File: config.mk
export PLATFORM = sky130hd
export DESIGN_NAME = cacheline_xfer_ctrl
export DESIGN_NICKNAME = d
export VERILOG_FILES = /design/src/rtl/cacheline_xfer_ctrl.sv
export SDC_FILE = /design/constraint.sdc
export NUM_CORES = 1
export LEC_CHECK = 0
export ABC_AREA = 1
export CAP_MARGIN = 0
export CORE_AREA = 2 2 270 272
export CTS_BUF_LIST = sky130_fd_sc_hd__clkbuf_2 sky130_fd_sc_hd__clkbuf_4 sky130_fd_sc_hd__clkbuf_8
export DETAILED_ROUTE_END_ITERATION = 6
export DIE_AREA = 0 0 272 274
export PLACE_DENSITY = 0.79
export SYNTH_ARGS = -nofsm -noshare
export SYNTH_HDL_FRONTEND = slang
export SYNTH_SLANG_ARGS = --single-unit
File: constraint.sdc
create_clock -name clk -period 5.9 [get_ports clk]
set_input_delay 0.59 -clock clk [delete_from_list [all_inputs] [get_ports clk]]
set_output_delay 0.59 -clock clk [all_outputs]
set_load 0.02 [all_outputs]
File: src/rtl/cacheline_xfer_ctrl.sv
// Memory-side line transfer sequencer: splits fill / writeback requests into word beats.
// Optional per-beat watchdog enabled by defining CACHELINE_XFER_CTRL_TIMEOUT_EN.
module cacheline_xfer_ctrl #(
  parameter int unsigned LINE_WIDTH     = 256,
  parameter int unsigned WORD_WIDTH     = 32,
  parameter int unsigned ADDR_WIDTH     = 32,
  parameter int unsigned TIMEOUT_CYCLES = 1024
) (
  input  logic                    clk,
  input  logic                    rst,
  input  logic                    req_valid,
  output logic                    req_ready,
  input  logic                    req_read,
  input  logic                    req_write,
  input  logic [ADDR_WIDTH-1:0]   req_addr,
  input  logic [ADDR_WIDTH-1:0]   req_wb_addr,
  input  logic [LINE_WIDTH-1:0]   req_wdata,
  output logic                    resp_valid,
  output logic [LINE_WIDTH-1:0]   resp_rdata,
  output logic                    resp_err,
  output logic                    mem_read,
  output logic                    mem_write,
  output logic [ADDR_WIDTH-1:0]   mem_address,
  output logic [WORD_WIDTH-1:0]   mem_wdata,
  output logic [WORD_WIDTH/8-1:0] mem_byte_enable,
  input  logic                    mem_resp,
  input  logic [WORD_WIDTH-1:0]   mem_rdata
);

  localparam int unsigned Beats  = LINE_WIDTH / WORD_WIDTH;
  localparam int unsigned BeatW  = (Beats > 1) ? $clog2(Beats) : 1;
  localparam int unsigned ByteW  = WORD_WIDTH / 8;
  localparam logic [BeatW-1:0] LastBeat = BeatW'(Beats - 1);
  localparam logic [ADDR_WIDTH-1:0] OffMask = ADDR_WIDTH'(LINE_WIDTH / 8 - 1);

  typedef enum logic [1:0] {StIdle, StWb, StFill, StDone} state_e;

  state_e                r_state, w_state_nxt;
  logic [BeatW-1:0]      r_beat, w_beat_nxt;
  logic [ADDR_WIDTH-1:0] r_fill_base, r_wb_base;
  logic [LINE_WIDTH-1:0] r_wdata, r_line, r_rdata, w_line_upd;
  logic                  r_read;
  logic                  w_timeout;
  logic [ADDR_WIDTH-1:0] w_offset;

`ifdef CACHELINE_XFER_CTRL_TIMEOUT_EN
  localparam int unsigned TmoW = $clog2(TIMEOUT_CYCLES + 1);
  logic [TmoW-1:0] r_tmo;
  logic            r_err;
  logic            w_busy;

  assign w_busy    = (r_state == StWb) || (r_state == StFill);
  assign w_timeout = w_busy && !mem_resp && (r_tmo == TmoW'(TIMEOUT_CYCLES - 1));
  assign resp_err  = (r_state == StDone) && r_err;

  // Counter restarts whenever a beat completes or the controller is not waiting on memory.
  always_ff @(posedge clk or negedge rst) begin
    if (!rst) begin
      r_tmo <= '0;
      r_err <= 1'b0;
    end else begin
      r_tmo <= (w_busy && !mem_resp && !w_timeout) ? r_tmo + 1'b1 : '0;
      r_err <= w_timeout;
    end
  end
`else
  assign w_timeout = 1'b0;
  assign resp_err  = 1'b0;
`endif

  assign w_offset   = ADDR_WIDTH'(r_beat) * ADDR_WIDTH'(ByteW);
  assign resp_rdata = r_rdata;

  always_comb begin
    w_line_upd = r_line;
    w_line_upd[r_beat*WORD_WIDTH +: WORD_WIDTH] = mem_rdata;
  end

  always_comb begin
    w_state_nxt = r_state;
    w_beat_nxt  = r_beat;
    unique case (r_state)
      StIdle: begin
        if (req_valid) begin
          if (req_write)     w_state_nxt = StWb;
          else if (req_read) w_state_nxt = StFill;
          else               w_state_nxt = StDone;
        end
      end
      StWb, StFill: begin
        if (w_timeout) begin
          w_state_nxt = StDone;
          w_beat_nxt  = '0;
        end else if (mem_resp) begin
          if (r_beat == LastBeat) begin
            w_beat_nxt  = '0;
            w_state_nxt = (r_state == StWb && r_read) ? StFill : StDone;
          end else begin
            w_beat_nxt = r_beat + 1'b1;
          end
        end
      end
      StDone:  w_state_nxt = StIdle;
      default: w_state_nxt = StIdle;
    endcase
  end

  always_comb begin
    req_ready       = (r_state == StIdle);
    resp_valid      = (r_state == StDone);
    mem_read        = 1'b0;
    mem_write       = 1'b0;
    mem_address     = '0;
    mem_wdata       = '0;
    mem_byte_enable = '0;
    if (r_state == StWb) begin
      mem_write       = 1'b1;
      mem_address     = r_wb_base + w_offset;
      mem_wdata       = r_wdata[r_beat*WORD_WIDTH +: WORD_WIDTH];
      mem_byte_enable = '1;
    end else if (r_state == StFill) begin
      mem_read    = 1'b1;
      mem_address = r_fill_base + w_offset;
    end
  end

  always_ff @(posedge clk or negedge rst) begin
    if (!rst) begin
      r_state     <= StIdle;
      r_beat      <= '0;
      r_fill_base <= '0;
      r_wb_base   <= '0;
      r_wdata     <= '0;
      r_read      <= 1'b0;
      r_line      <= '0;
      r_rdata     <= '0;
    end else begin
      r_state <= w_state_nxt;
      r_beat  <= w_beat_nxt;
      if (r_state == StIdle && req_valid) begin
        r_fill_base <= req_addr & ~OffMask;
        r_wb_base   <= req_wb_addr & ~OffMask;
        r_wdata     <= req_wdata;
        r_read      <= req_read;
      end
      // Words collect in r_line; only a completed fill is published to r_rdata.
      if (r_state == StFill && mem_resp) begin
        r_line <= w_line_upd;
        if (r_beat == LastBeat) r_rdata <= w_line_upd;
      end
    end
  end

endmodule

==> run summary, run 1 <==
The tools report the kind of start point of the critical path as a flop. The kind of critical path was reg2out. The half-perimeter wire length after detailed placement is 76.9 mm, and the number of warning messages in the yosys log is 0.

The number of clock buffers added by TritonCTS is 140. TritonCTS built the clock tree. The length of the first detailed-routing pass in iterations is 7, and the number of top-level pins is 687.

The relative contribution of combinational cells to total power was 43.9%; the power per unit of standard cell area was 561 nW/um2. The post-detailed-route via-to-cell ratio came out at 5.65. Once detail routing completed, the nets flagged for antenna violations numbered 0. The average instance in the mapped netlist occupies 9.41 um2. The core region area was 72000 um2; the met3 capacity usage during global routing was 9.20%. In this run the worst path has a maximum fanout of 79. The number of hold-slack violations in the final timing report is 0.

The count of buffers added on input and output ports is 673. The die is 274 um tall. For this configuration, the core starts out at a cell density of 51.0%.

Worst clock skew: 0.0654 ns. The tools report the final sum of negative setup slack as 0 ns. Clock latency on the worst-skew pair, taken at its later pin, is 0.80 ns. The tools report the final count of pins violating max slew as 0.

In this run, distinct cell masters in the synthesized netlist total 29. The final layout contains 4826 nets. The number of max-cap violations is 0. The number of standard cells after synthesis is 3898, and the required time at the endpoint of the critical path is 5.31 ns. The met1 track demand over resource in global routing is 37.2%, and the largest net degree at the start of global routing is 227.

The clock-pin transition on the worst setup and hold timing paths came out at 0.06 ns. Global routing consumed, on the met2 layer, 50.3% of the routing resources. The number of antenna violations at the first check in global routing was 18; the number of failing setup endpoints in the final timing report was 0.

The remaining design rule violation count came out at 1. For this design the static power due to leakage is 20.8 nW. The number of sinks handled by clock tree synthesis is 828. The most utilized layer in the global route result is met2. The run gives 35.3% as the sequential cell fraction of total power. In the global route stage, overall resource usage came out at 30.9%. First-pass GRT wire length: 177 mm. In the final layout, the share of cells above drive strength 1 is 13.8%. The total setup buffers inserted after CTS came out at 0. The floorplan step set the die width to 272 um. The run finished, with violations left. After synthesis, flip-flops and latches occupy 56.5% of the total area. Based on the critical path, the design can be clocked at up to 0.232 GHz.

The total via count in the routed design was 31300; the footprint of the flip-flops and latches was 20700 um2. The violation count after the first detailed-routing iteration was 3406; the area occupied by multi-input gates was 14500 um2. Setup repair after global routing left no endpoint under its margin. In this run the cell area measured after placement is 43800 um2. The worst path uses 73.0% of the clock period. For the number of standard cells in the layout, taps in and fillers out, the log shows 5532. At the end of routability-driven placement, the weighted congestion stood at 0.916. STA classifies the critical path endpoint as an output port. Global routing finished with a remaining overflow of 0.

From synthesis to final layout, the design area changed by 27.6%. The clock share of power is 20.9%. The depth of the worst register-to-register path works out to 10. Ranked by total cell area, the synthesized netlist is headed by sky130_fd_sc_hd__dfrtp_1 56%, sky130_fd_sc_hd__nand2_1 11%, sky130_fd_sc_hd__mux2_2 9.5%.

Measured against its own limit, the worst slew margin works out to 23.2%. After floorplanning, the core was divided into 99 placement rows. The post-synthesis register bit count was 828; the internal cell power was 15.5 mW. Summing internal, switching and leakage power gives 26.3 mW. The logs give 74500 um2 for the die outline area and 2.32 ns for the pre-CTS setup slack. The area share of the largest cell type after synthesis came out at 56.5%. Class of the most critical hold timing path: in2reg.

The tools report the number of global-route vias before repair as 30300. The switching share of total power was 41.0%. The most area-hungry cell type in the Yosys netlist was sky130_fd_sc_hd__dfrtp_1. Including well taps, the total number of placed cells is 5274. The post-layout instance area was 46800 um2.

The H-tree was split into 4 levels. The switching power of the nets is 10.8 mW, and the number of filler cells placed in the layout is 5630. The detailed-route wire length per cell is 21.0 um. Counting along the longest clock path gives a buffer depth of 3. The synthesized cell area was 36700 um2. The minimum clock period after layout is 4.31 ns, and the worst-case setup margin in the final layout is 1.59 ns. Across the VDD grid, the largest voltage drop is 0.623 mV. Arrival time at the worst endpoint: 3.72 ns. Cell count of the worst hold path: 2. The tools report the clock root buffer as sky130_fd_sc_hd__clkbuf_8.

The checks that failed: design-rule violations. For the pin with the worst max-slew slack, the measured transition is 1.15 ns. Routed wire length: 116 mm.
-- synth_stat cells (all sizes together) --
cell type  count
mux2         310
o21ai        648
dfrtp        828
nand4         35
inv           49
conb           1
o22ai         32
nand2       1058
buf          154
o211ai        33
o21bai        64
a31oi          1
clkbuf       147
nor3           1
nand3        288
clkinv         1
nor2         238
ha            10
-- registers in the layout (all words and copies together), names as in the netlist --
name,cells
r_read,1
r_fill_base,27
resp_rdata,256
r_state,2
r_beat,3
r_line,256
r_wdata,256
r_wb_base,27
-- metrics by stage --
step | hold slack [ns] | util (%)
2_1_floorplan | 0.294 | -
3_3_place_gp | 0.455 | 60.8
3_5_place_dp | 0.460 | 60.8
4_1_cts | 0.331 | 65.0
5_1_grt | 0.353 | 65.0
6_report | 0.413 | 65.0
-- path summary, 6_finish.rpt --
kind,start,to,slack (ns)
setup / recovery,r_beat[0],mem_wdata[0],1.59
hold / removal,req_wdata[154],r_wdata[154],0.41
setup reg to reg,r_beat[0],resp_rdata[136],2.38
hold reg to reg,r_line[89],r_line[89],0.47
max in group asynchronous,rst,r_wdata[155],3.81
min in group asynchronous,rst,resp_rdata[45],0.45
-- critical path, stage by stage, from the launching register on --
cell and delay [ns]:
sky130_fd_sc_hd__dfrtp_4 0.50, sky130_fd_sc_hd__inv_6 0.41, sky130_fd_sc_hd__buf_4 0.59, sky130_fd_sc_hd__o21ai_0 0.19, sky130_fd_sc_hd__o211ai_1 0.12, sky130_fd_sc_hd__nand2_1 0.07
sky130_fd_sc_hd__nor2_1 0.36, sky130_fd_sc_hd__clkdlybuf4s50_1 0.69
-- per-layer routing --
| layer | wire length (um) | share of wire (%) |
|---|---|---|
| met1 | 43000 | 37 |
| met2 | 56300 | 48 |
| met3 | 10700 | 9.2 |
| met4 | 6180 | 5.3 |
| met5 | 111 | 0.096 |
-- power by group through the flow --
stage	sequential (mW)	combinational [mW]	clock, mW
floorplan	9.48	6.94	0
CTS	9.21	11.5	5.56
global placement	9.17	11.2	0
finish	9.26	11.5	5.48
detailed placement	9.29	11.4	0
global route	9.49	12.5	5.83
-- cell families (layout without fill, tap and decap cells) --
family | count (synthesis) | after routing | share of synthesized area (%)
muxes | 310 | 310 | 9.52
other | 1 | 14 | 0.0102
buffers and inverters | 351 | 1013 | 4.12
and+or+nand+nor | 1620 | 1620 | 18.1
AOI/OAI and AO/OA | 778 | 778 | 11.4
DFF | 828 | 828 | 56.5
adders and majority gates | 10 | 10 | 0.341
-- cells in the final DEF, fill, tap and decap left out, types with 64 or more instances in the layout --
cell type and instances:
sky130_fd_sc_hd__clkdlybuf4s50_1 672, sky130_fd_sc_hd__o21bai_1 64, sky130_fd_sc_hd__clkbuf_8 174, sky130_fd_sc_hd__nand3_1 288, sky130_fd_sc_hd__dfrtp_1 825, sky130_fd_sc_hd__o21ai_1 411
sky130_fd_sc_hd__mux2_2 310, sky130_fd_sc_hd__o21ai_0 237, sky130_fd_sc_hd__nor2_1 230, sky130_fd_sc_hd__nand2_1 1052
-- cell type report --
type | count | share of cell area (%)
multi-input combinational | 2721 | 30.9
tap | 959 | 2.56
clock inverter | 24 | 0.553
clock buffer | 222 | 5.89
sequential | 828 | 44.3
timing repair buffer | 717 | 15.3
inverter | 50 | 0.430
antenna | 11 | 0.0588
-- timing repair --
| action | 4_1_cts | 5_1_grt |
|---|---|---|
| hold buffers | 1 | 0 |
| resized for setup | 0 | 0 |
| endpoints found under the hold margin | 95 | 0 |
(Power assumes the default switching activity.)
==> run 2: changes to the inputs <==
CORE_AREA = default   (was 2 2 270 272)
CORE_MARGIN = 2   (was default)
CORE_UTILIZATION = 54   (was default)
DIE_AREA = default   (was 0 0 272 274)
PLACE_DENSITY = 0.82   (was 0.79)
clock period = 4.1 ns   (was 5.9 ns; I/O delays follow)
==> run summary, run 2 (synthesis gave the netlist of run 1 again) <==
The tools report the number of hold-slack violations in the final timing report as 0 (unchanged). The tools report the placed standard-cell area as 44100 um2 (+0.75%). For the post-layout instance area, the log shows 47200 um2 (+0.86%). The tools report the number of sinks handled by clock tree synthesis as 828 (unchanged). The remaining number of nets flagged by the antenna check after routing came out at 0 (unchanged). The worst-case vdd ir drop is 0.959 mV (+54%). Class of the most critical hold timing path: in2reg. The run gives 25 (+7) as the number of antenna violations at the first check in global routing. The run gives 3.69 ns (-1.62 ns) as the required time at the endpoint of the critical path. The pre-CTS setup slack came out at 0.699 ns (-1.62 ns).

The fraction of final layout cells with drive strength greater than 1 was 14.4% (+0.68 points). For the number of buffers between clock root and the deepest sink, the log shows 3 (unchanged). The run gives 687 (unchanged) as the number of top-level pins.

The logs give 4855 (+0.60%) for the number of nets in the layout and 0 (unchanged) for the number of max-cap violations. The run gives 3.53 ns (-0.19 ns) as the arrival time at the worst endpoint. The worst clock skew is 0.0665 ns (+0.00106 ns). The chip height is 265 um (-3.4%).

The run gives 0 (unchanged) as the total setup buffers inserted after CTS. Maximum fanout count along the critical path: 66 (-16%). The power per unit of standard cell area was 804 nW/um2 (+43%). STA classifies the critical path endpoint as an output port.

The post-detailed-route via-to-cell ratio came out at 5.79 (+2.5%). Number of buffers inserted during clock tree synthesis: 140 (unchanged). The floorplan die width is 265 um (-2.7%).

The share of the clock period used by the worst path after layout works out to 96.2%. Setup repair after global routing left no endpoint under its margin. The transition at the pin with the smallest max-transition slack was 0.946 ns (-0.205 ns).

The root buffer cell chosen for the clock tree is sky130_fd_sc_hd__clkbuf_8. Static timing analysis puts the maximum clock frequency at 0.254 GHz. Length of the first detailed-routing pass in iterations: 6 (-1).

For the post-route worst hold slack, the log shows 0.223 ns (-0.190 ns). The global placer's final weighted congestion was 0.926 (+1.1%); the die outline area was 70000 um2 (-6.1%). The relative max-transition margin is 36.9% (+14 points), and the overall overflow remaining after global route is 0 (unchanged). The overall track demand over capacity in global routing came out at 33.0% (+2.2 points). The tools report the half-perimeter wire length after detailed placement as 78.6 mm (+2.3%). The most common library cell in the layout ignoring fill and taps is sky130_fd_sc_hd__nand2_1. The initial cell density of the core came out at 54.6% (+3.6 points). The largest net degree at the start of global routing is 195 (-14%), and the first-pass GRT wire length is 178 mm (+0.89%).

The insertion delay of the later-clocked pin in the worst-skew pair is 0.81 ns (about the same). The detailed-route wire length per cell was 21.4 um (+1.7%); the layout overhead on the synthesized area was 28.8%. The tools report the final sum of negative setup slack as 0 ns (unchanged).

The run finished with clean final reports. For the floorplan row count, the log shows 95 (-4.0%). The placed instance count was 5216 (-1.1%). The routed design could run at a clock period as short as 3.94 ns. Kind of start point of the critical path: a flop. The clock-pin transition on the worst setup and hold timing paths was 0.06 ns (about the same); the worst-case setup margin in the final layout was 0.157 ns (-1.44 ns). The worst setup path is of the reg2out kind.

The number of global-route vias before repair was 31000 (+2.2%); the count of input and output buffers was 673 (unchanged). The leakage power summed over all cells was 21.1 nW (+1.2%); the post-layout utilization of the core was 70.3% (+5.3 points). The number of standard cells in the layout, taps in and fillers out is 5488 (-0.80%). The remaining design rule violation count is 0 (-1).

Violation count after the first detailed-routing iteration: 3452 (+1.4%). The total chip power came out at 38.0 mW (+45%). Leaving out fill and tap cells, the most frequent cells in the layout are 1052 x sky130_fd_sc_hd__nand2_1, 825 x sky130_fd_sc_hd__dfrtp_1, 672 x sky130_fd_sc_hd__clkdlybuf4s50_1. For the total via count in the routed design, the log shows 31800 (+1.7%).

The core region area is 67200 um2 (-6.7%), and the final count of pins violating max slew is 0 (unchanged). Number of failing setup endpoints in the final timing report: 0 (unchanged). TritonCTS built the clock tree.

The routed wire length was 117 mm (+0.94%). The number of H-tree levels came out at 4 (unchanged).
run 2: timing repair:
item | in CTS | in global routing
gates resized for setup | 5 | 0
gates cloned | 0 | 1
endpoints found under the setup margin | 2 | 1
endpoints found under the hold margin | 97 | 0
hold buffers | 1 | 0
run 2: worst paths after layout:
check	from	end	slack (ns)	cells after the start
setup reg to reg	r_beat[1]	r_line[51]	1.03	9
max in group asynchronous	rst	r_line[90]	2.54	4
min in group asynchronous	rst	r_wdata[8]	0.27	2
setup / recovery	r_beat[0]	mem_wdata[8]	0.16	7
hold / removal	req_wdata[217]	r_wdata[217]	0.22	2
hold reg to reg	r_line[199]	r_line[199]	0.47	2
run 2: layout make-up:
| class | count | area, um2 |
|---|---|---|
| clock inverters | 25 | 238 |
| fillers | 4855 | 19900 |
| flip-flops and latches | 828 | 20700 |
| multi-input cells | 2721 | 14500 |
| diodes | 19 | 47.5 |
| well taps | 873 | 1090 |
| inverters | 50 | 204 |
| clock buffers | 226 | 2780 |
| repair buffers | 746 | 7650 |
run 2: worst max-delay path: stages (launching register included):
cell and delay [ns]:
sky130_fd_sc_hd__dfrtp_4 0.53, sky130_fd_sc_hd__inv_6 0.38, sky130_fd_sc_hd__buf_4 0.45, sky130_fd_sc_hd__nor2_1 0.08, sky130_fd_sc_hd__o211ai_1 0.35, sky130_fd_sc_hd__nand2_1 0.11
sky130_fd_sc_hd__nor2_1 0.14, sky130_fd_sc_hd__clkdlybuf4s50_1 0.66
run 2: power breakdown:
part	internal (mW)	switching, mW	total [mW]
registers	11.5	1.94	13.4
clock network	4.39	3.48	7.87
logic	6.56	10.1	16.7
run 2: layer usage:
metal,share of wire (%),global-route usage [%]
met5,0.083,0
met4,5.7,18.9
met1,37,40.0
met3,9.5,9.39
met2,48,53.2
